<file path="src/rtl/regfile_scoreboard_if.sv">
// regfile_scoreboard_if
//   Bundles the decode/writeback side of the register file scoreboard.
//   master: decode + writeback logic (drives addresses, write and issue strobes)
//   slave : regfile_scoreboard (returns read data, busy flags, any_busy)
//   Signals:
//     read_addr    NRD*AW    packed read addresses, port k at [k*AW +: AW]
//     read_data    NRD*XLEN  packed read data, port k at [k*XLEN +: XLEN]
//     read_busy    NRD       per-port outstanding-write flag
//     write_enable/write_addr/write_data  writeback port
//     issue_valid/issue_addr              destination being marked pending
//     flush                               clear all pending flags
//     any_busy                            OR of all pending flags
interface regfile_scoreboard_if #(
    parameter int XLEN  = 32,
    parameter int NREGS = 32,
    parameter int NRD   = 2
);
    localparam int AW = $clog2(NREGS);

    logic [NRD*AW-1:0]   read_addr;
    logic [NRD*XLEN-1:0] read_data;
    logic [NRD-1:0]      read_busy;
    logic                write_enable;
    logic [AW-1:0]       write_addr;
    logic [XLEN-1:0]     write_data;
    logic                issue_valid;
    logic [AW-1:0]       issue_addr;
    logic                flush;
    logic                any_busy;

    modport master (
        output read_addr,
        input  read_data,
        input  read_busy,
        output write_enable,
        output write_addr,
        output write_data,
        output issue_valid,
        output issue_addr,
        output flush,
        input  any_busy
    );

    modport slave (
        input  read_addr,
        output read_data,
        output read_busy,
        input  write_enable,
        input  write_addr,
        input  write_data,
        input  issue_valid,
        input  issue_addr,
        input  flush,
        output any_busy
    );
endinterface

</file>
<file path="src/rtl/regfile_scoreboard.sv">
// regfile_scoreboard
//   Integer register file with a pending-write scoreboard. Reads are
//   combinational with one mux per port; writes and pending-flag updates
//   happen on the rising edge of clk. reset is synchronous, active-high.
//   Ports:
//     clk    clock
//     reset  synchronous active-high reset (clears registers and pending)
//     bus    regfile_scoreboard_if.slave (read ports, write port, issue, flush)
//   Optional feature: define REGFILE_BYPASS_EN to forward the writeback data
//   and clear read_busy in the write cycle itself.
module regfile_scoreboard #(
    parameter int XLEN     = 32,
    parameter int NREGS    = 32,
    parameter int NRD      = 2,
    parameter int ZERO_REG = 1,
    parameter int AW       = $clog2(NREGS)
) (
    input  logic                 clk,
    input  logic                 reset,
    regfile_scoreboard_if.slave  bus
);

    logic [XLEN-1:0]     regs_q [NREGS];
    logic [XLEN-1:0]     regs_d [NREGS];
    logic [NREGS-1:0]    pending_q;
    logic [NREGS-1:0]    pending_d;

    logic [NRD*XLEN-1:0] read_data_c;
    logic [NRD-1:0]      read_busy_c;
    logic [AW-1:0]       ra;
    logic [XLEN-1:0]     rd;
    logic                rb;

    // Register 0 is hardwired when ZERO_REG is set.
    function automatic logic is_zero(input logic [AW-1:0] addr);
        return (ZERO_REG != 0) && (addr == '0);
    endfunction

    always_comb begin
        regs_d = regs_q;
        if (bus.write_enable && !is_zero(bus.write_addr)) begin
            regs_d[bus.write_addr] = bus.write_data;
        end
    end

    // Issue is applied after the write clear so a same-cycle issue and
    // write to one register leaves the new writer outstanding.
    always_comb begin
        pending_d = pending_q;
        if (bus.flush) begin
            pending_d = '0;
        end else begin
            if (bus.write_enable) begin
                pending_d[bus.write_addr] = 1'b0;
            end
            if (bus.issue_valid && !is_zero(bus.issue_addr)) begin
                pending_d[bus.issue_addr] = 1'b1;
            end
        end
    end

    always_ff @(posedge clk) begin
        if (reset) begin
            for (int i = 0; i < NREGS; i++) begin
                regs_q[i] <= '0;
            end
            pending_q <= '0;
        end else begin
            regs_q    <= regs_d;
            pending_q <= pending_d;
        end
    end

    always_comb begin
        read_data_c = '0;
        read_busy_c = '0;
        ra          = '0;
        rd          = '0;
        rb          = 1'b0;
        for (int k = 0; k < NRD; k++) begin
            ra = bus.read_addr[k*AW +: AW];
            rd = regs_q[ra];
            rb = pending_q[ra];
            if (is_zero(ra)) begin
                rd = '0;
                rb = 1'b0;
            end
`ifdef REGFILE_BYPASS_EN
            // Forward the writeback; busy stays up only if a new writer to
            // the same register is issued this cycle.
            if (bus.write_enable && (ra == bus.write_addr) && !is_zero(ra)) begin
                rd = bus.write_data;
                rb = bus.issue_valid && (bus.issue_addr == ra);
            end
`endif
            read_data_c[k*XLEN +: XLEN] = rd;
            read_busy_c[k]              = rb;
        end
    end

    assign bus.read_data = read_data_c;
    assign bus.read_busy = read_busy_c;
    assign bus.any_busy  = |pending_q;

endmodule

</file>
<file path="src/flat_wrapper.sv">
// flat-port wrapper written by rule: the top's interface ports become plain ports
module regfile_scoreboard_flat 
#(
    parameter int XLEN     = 32,
    parameter int NREGS    = 32,
    parameter int NRD      = 2,
    parameter int ZERO_REG = 1,
    parameter int AW       = $clog2(NREGS)
)
  (clk, reset, bus_read_addr, bus_read_data, bus_read_busy, bus_write_enable, bus_write_addr, bus_write_data, bus_issue_valid, bus_issue_addr, bus_flush, bus_any_busy);
  regfile_scoreboard_if #(.XLEN(XLEN), .NREGS(NREGS), .NRD(NRD)) bus_i ();
  input  logic clk;
  input  logic reset;
  input wire logic [$bits(bus_i.read_addr)-1:0] bus_read_addr;
  output wire logic [$bits(bus_i.read_data)-1:0] bus_read_data;
  output wire logic [$bits(bus_i.read_busy)-1:0] bus_read_busy;
  input wire logic [$bits(bus_i.write_enable)-1:0] bus_write_enable;
  input wire logic [$bits(bus_i.write_addr)-1:0] bus_write_addr;
  input wire logic [$bits(bus_i.write_data)-1:0] bus_write_data;
  input wire logic [$bits(bus_i.issue_valid)-1:0] bus_issue_valid;
  input wire logic [$bits(bus_i.issue_addr)-1:0] bus_issue_addr;
  input wire logic [$bits(bus_i.flush)-1:0] bus_flush;
  output wire logic [$bits(bus_i.any_busy)-1:0] bus_any_busy;
  assign bus_i.read_addr = bus_read_addr;
  assign bus_read_data = bus_i.read_data;
  assign bus_read_busy = bus_i.read_busy;
  assign bus_i.write_enable = bus_write_enable;
  assign bus_i.write_addr = bus_write_addr;
  assign bus_i.write_data = bus_write_data;
  assign bus_i.issue_valid = bus_issue_valid;
  assign bus_i.issue_addr = bus_issue_addr;
  assign bus_i.flush = bus_flush;
  assign bus_any_busy = bus_i.any_busy;
  regfile_scoreboard #(.XLEN(XLEN), .NREGS(NREGS), .NRD(NRD), .ZERO_REG(ZERO_REG), .AW(AW)) u_core (.clk(clk), .reset(reset), .bus(bus_i));
endmodule
</file>
<file path="config.mk">
export PLATFORM = sky130hd
export DESIGN_NAME = regfile_scoreboard_flat
export DESIGN_NICKNAME = d
export VERILOG_FILES = /design/src/rtl/regfile_scoreboard_if.sv /design/src/rtl/regfile_scoreboard.sv /design/src/flat_wrapper.sv
export SDC_FILE = /design/constraint.sdc
export NUM_CORES = 2
export LEC_CHECK = 0
export ABC_CLOCK_PERIOD_IN_PS = 2250
export BUFFER_PORTS_ARGS = -buffer_cell sky130_fd_sc_hd__buf_4
export CAP_MARGIN = 20
export CORE_ASPECT_RATIO = 1.25
export CORE_MARGIN = 3
export CORE_UTILIZATION = 30
export DETAILED_ROUTE_END_ITERATION = 7
export GPL_ROUTABILITY_DRIVEN = 1
export PLACE_DENSITY = 0.46
export SYNTH_ARGS = -nofsm -noshare
export SYNTH_HDL_FRONTEND = slang
export SYNTH_SLANG_ARGS = --single-unit
</file>
<file path="constraint.sdc">
create_clock -name clk -period 2.25 [get_ports clk]
set_clock_uncertainty 0.05 [all_clocks]
set_input_delay 0.225 -clock clk [delete_from_list [all_inputs] [get_ports clk]]
set_output_delay 0.225 -clock clk [all_outputs]
set_load 0.005 [all_outputs]
</file>
Word-level counts from Yosys, hierarchy flattened. Cells that the tools add are included.

Register bits: 1056. Output and inout bits: 67. Logic and storage cells: 86. Input port bits: 57.

Bitwise gates (word level): 6. Magnitude comparators: 10. Multiplexer cells: 24. Reductions and logical operators: 13.

Operators with widths (count): 1024-bit bitwise mux (1); 32-bit binary-select mux with 5-bit select (2); 32-bit two-way mux (10); 32-bit demux with 5-bit select (1); 32-bit AND (1); 32-bit NOT (1); 32-bit OR (1); 32-bit OR reduction (1); 5-bit by 6-bit < comparator with 1-bit output (second input constant) (4); 5-bit logical NOT (4); 6-bit >= comparator (second input constant) (3); 5-bit NOT with 6-bit output (3); 1-bit binary-select mux with 5-bit select (2); 1-bit demux with 5-bit select (2); 5-bit by 1-bit >= comparator with 1-bit output (second input constant) (2); 6-bit by 1-bit < comparator with 1-bit output (second input constant) (1); 1-bit two-way mux (6); 1-bit logical AND (5); 1-bit logical NOT (2); 2-bit OR reduction (1).

Longest topological paths before layout.
Depth in word-level cells: 10. Depth in mapped cells: 8. Mapped depth without buffers: 4.

Least setup slack after synthesis. No wires, ideal clock.

Path kind: input -> output. Start: input bus_read_addr[6]. End: output bus_read_busy[1]. Setup slack: 372 ps. Stages: 7. Arrival time: 1603 ps. Data required time: 1975 ps. Path buffers: 3. Cell sequence: buf_6 > buf_6 > mux4_2 > mux2_2 > o21ai_0 > a311oi_1 > buf_4.

Longest elaborated chain between the ends: 3. Elaborated cells between the ends (all ways): 4. Classes of those cells: mux (3); reduce/logical (1).

Ends and longest elaborated chain: start: declaration (line flat_wrapper.sv:14) `input wire logic [$bits(bus_i.read_addr)-1:0] bus_read_addr;`; 1-bit binary-select mux with 5-bit select (line regfile_scoreboard.sv:83) `rb = pending_q[ra];`; 1-bit two-way mux (implied by the code) (line regfile_scoreboard.sv:83); 1-bit two-way mux (*) (line regfile_scoreboard.sv:84) `if (is_zero(ra)) begin`; end: declaration (line flat_wrapper.sv:16) `output wire logic [$bits(bus_i.read_busy)-1:0] bus_read_busy;`.

Every way passes the cells marked *; elsewhere a longest branch is shown, timed or not. The select of a mux whose other input is x is not followed.

Final worst setup path.
Start: register u_core.regs_q[518] (netlist bit). End: output bus_read_data[38].

Longest elaborated chain between the ends: 4.

Ends and longest elaborated chain: start: declaration (line regfile_scoreboard.sv:23) `logic [XLEN-1:0] regs_q [NREGS];`; start signal: assignment (line regfile_scoreboard.sv:69) `regs_q <= regs_d;`; 32-bit binary-select mux with 5-bit select (line regfile_scoreboard.sv:82) `rd = regs_q[ra];`; 32-bit two-way mux (implied by the code) (2 in a row) (line regfile_scoreboard.sv:82); 32-bit two-way mux (line regfile_scoreboard.sv:84); end: declaration (line flat_wrapper.sv:15) `output wire logic [$bits(bus_i.read_data)-1:0] bus_read_data;`.

Every way passes these cells. The select of a mux whose other input is x is not followed.

==> flow_summary.json <==
{
  "status": "finished with violations",
  "violations": "setup timing",
  "cts_tree": "built",
  "coreArea_sq_mm": 0.178,
  "clock-sinks": 1056,
  "antenna_found_initial": 15,
  "drive_gt1_share_pct": 29.7,
  "layout.nets": 6302,
  "totalPowerFinal_mw": 43.9,
  "stdcell_count": 8708,
  "die_w_um": 385,
  "slowest_delay_ns": 0.47,
  "post_dp_cell_area_sq_mm": 0.0614,
  "ys_seq_area_share_pct": 39.1,
  "io_pins": 124,
  "leakage_nw": 22.4,
  "clkPwrFrac_pct": 45.6,
  "viasPerCell": 5.67,
  "power.switching_mw": 11.6,
  "internal_power_mw": 32.3,
  "synth_warnings": 0,
  "grt_usage_pct": 26.3,
  "final.period_utilization_pct": 120,
  "avgSynthCellArea_sq_um": 8.97,
  "routabilityCongestion": 0.863,
  "syn_inst": 6023,
  "pwr_density_cell_mw_per_mm2": 648,
  "grt_pass1_wl_um": 354000,
  "synth_seq_cells": 1056,
  "hp-class": "primary input to register",
  "crit_chain": "mux4_2 -> mux2_2 -> o21ai_2 -> a311oi_1 -> buf_4 -> buf_4",
  "yosysMostFrequentCell": "nand2_1",
  "synth_nets": 6080,
  "worst_skew_pair.late_latency_ns": 0.76,
  "drtPass1Iterations": 6,
  "fin_area_sq_mm": 0.0678,
  "end_kind": "output port",
  "numPlacedInstances": 8482,
  "hold_viol_final": 0,
  "portBuffers": 123,
  "start_kind": "register",
  "rsz0062_at_grt": "yes",
  "die_h_um": 480,
  "fin_ws_ns": -0.457,
  "ir_drop_uv": 622,
  "routedWlPerCell_um": 28.7,
  "required_ns": 1.98,
  "tritoncts.num_buffers": 114,
  "gr-total-overflow": 0,
  "finalWirelength_um": 250000,
  "cp_common_cell": "buf_4",
  "synth_area_leaders": "dfxtp_1, mux4_2, nand2_1",
  "cp_slowest_cell": "mux4_2",
  "root_buffer": "clkbuf_16",
  "area_growth_pct": 25.6,
  "period_minus_slack_ns": 2.71,
  "cts_max_path_buffers": 3,
  "synth_common_cells": "nand2_1, dfxtp_1, a21oi_1, mux4_2, clkbuf_1",
  "crit_fanout": 3,
  "swShare_pct": 26.4,
  "vias": 49376,
  "fp-row-count": 173,
  "dieArea_sq_mm": 0.185,
  "start_util_pct": 30.3,
  "netlist.area_leader.share_pct": 39.1,
  "drt_iter0_drc": 5249,
  "worstPathArrival_ns": 2.43,
  "dp.final_hpwl_um": 163000,
  "max_freq_mhz": 369,
  "antenna_left": 0,
  "clkTransAtPathRegs_ns": 0.06,
  "slew_violations": 0,
  "setup_viol": 66,
  "tightest_slew_ns": 0.955,
  "h-tree-depth": 3,
  "drc": 0,
  "yosysTopAreaCell": "dfxtp_1",
  "async_flop_share_pct": 0,
  "synth_edf_count": 0,
  "path_class": "register to output port",
  "comb_power_share_pct": 11.3,
  "yosysUniqueCellTypes": 51,
  "relSlewSlack_pct": 36.3,
  "nFillCells": 17850,
  "drv_cap": 0,
  "netlist_area_sq_mm": 0.0540,
  "grt_max_degree": 178,
  "yosys_most_used_dff": "dfxtp_1",
  "whs_ns": 0.0516,
  "grt_pass1_vias": 47887,
  "share_seq_of_total_power_pct": 43.1
}
cell type report:
| type | count | area [sq um] | area share [%] |
|---|---|---|---|
| Multi-Input combinational cell | 4341 | 31900 | 47.0 |
| Sequential cell | 1056 | 21300 | 31.4 |
| Timing Repair Buffer | 729 | 7700 | 11.4 |
| Clock buffer | 172 | 3410 | 5.03 |
| Tap cell | 2362 | 2960 | 4.36 |
| Clock inverter | 40 | 512 | 0.755 |
| Inverter | 3 | 16.3 | 0.0240 |
| Antenna cell | 5 | 12.5 | 0.0185 |
state kept, by name, indices dropped and copies added (netlist names):
register / cells
u_core.regs_q: 1024
u_core.pending_q: 32
cell usage in the layout (no fill, tap or decap), types with 21 or more instances in the layout:
| cell | n |
|---|---|
| nand2_1 | 2022 |
| a21oi_1 | 992 |
| dfxtp_1 | 925 |
| buf_4 | 498 |
| mux4_2 | 453 |
| buf_12 | 160 |
| mux2i_1 | 131 |
| dfxtp_2 | 130 |
| clkbuf_16 | 116 |
| nor2b_1 | 84 |
| a22oi_1 | 63 |
| a211oi_2 | 55 |
| o21ai_2 | 47 |
| dlygate4sd3_1 | 45 |
| mux2_4 | 44 |
| o21ai_1 | 42 |
| nor2_1 | 35 |
| a22oi_2 | 34 |
| nor2_4 | 33 |
| a311oi_2 | 33 |
| nand2_2 | 31 |
| clkbuf_8 | 30 |
| a221oi_2 | 28 |
| clkbuf_1 | 26 |
| o21ai_4 | 24 |
| mux2_2 | 22 |
| buf_6 | 21 |
worst max-delay path, delay by kind of cell (launching register included):
kind | cells | cell delay (ns)
buffers and inverters | 2 | 0.31
muxes | 2 | 0.76
DFF | 1 | 0.33
AOI/OAI and AO/OA | 2 | 0.26
power by group through the flow:
stage	registers (mW)	logic (mW)	clock network [mW]
after floorplan	19.3	2.26	0
after global placement	19.3	4.58	0
after detailed placement	19.3	4.58	0
after CTS	18.9	4.84	20.3
after global routing	18.9	5.15	21.0
final	18.9	4.96	20.1
metrics by stage:
stage	setup WS, ns	util, %	TNS, ns
after floorplan	0.372	-	0
after global placement	-0.516	34.4	-19.06
after detailed placement	-0.487	34.4	-18.30
after CTS	-0.517	37.6	-26.35
after global routing	-0.501	38.0	-24.88
final	-0.457	38.0	-21.49
logic make-up (layout without fill, tap and decap cells):
| group | after synthesis | count (layout) | synth area share [%] |
|---|---|---|---|
| and+or+nand+nor | 2279 | 2279 | 16.8 |
| DFF | 1056 | 1056 | 39.1 |
| muxes | 660 | 660 | 23.2 |
| buffers and inverters | 626 | 944 | 6.07 |
| other | 0 | 5 | 0 |
| AOI/OAI and AO/OA | 1402 | 1402 | 14.7 |
metal layers:
metal / GRT usage [%] / wire length, um / vias to the layer above / share of wire (%)
li1: - / - / 21634 / -
met1: 34.0 / 102000 / 24996 / 41
met2: 42.8 / 117000 / 2208 / 47
met3: 4.20 / 18000 / 532 / 7.2
met4: 12.3 / 12500 / 6 / 5.0
met5: 0 / 41 / - / 0.016
worst paths after layout:
check / startpoint / to / slack (ns) / depth (start not counted)
min reg2reg: u_core.regs_q[897] / u_core.regs_q[897] / 0.41 / 2
max reg2reg: u_core.pending_q[1] / u_core.pending_q[1] / 0.95 / 3
min: bus_write_addr[0] / u_core.pending_q[0] / 0.05 / 4
max: u_core.regs_q[518] / bus_read_data[38] / -0.46 / 6
repair_timing:
item | 4_1_cts | 5_1_grt
pin swaps | 91 | 74
buffers inserted | 3 | 4
hold endpoints to repair | 1029 | 0
hold buffers | 45 | 0
endpoints found under the setup margin | 67 | 68
gates resized for setup | 420 | 189
Power figures use the tool's default switching activity.
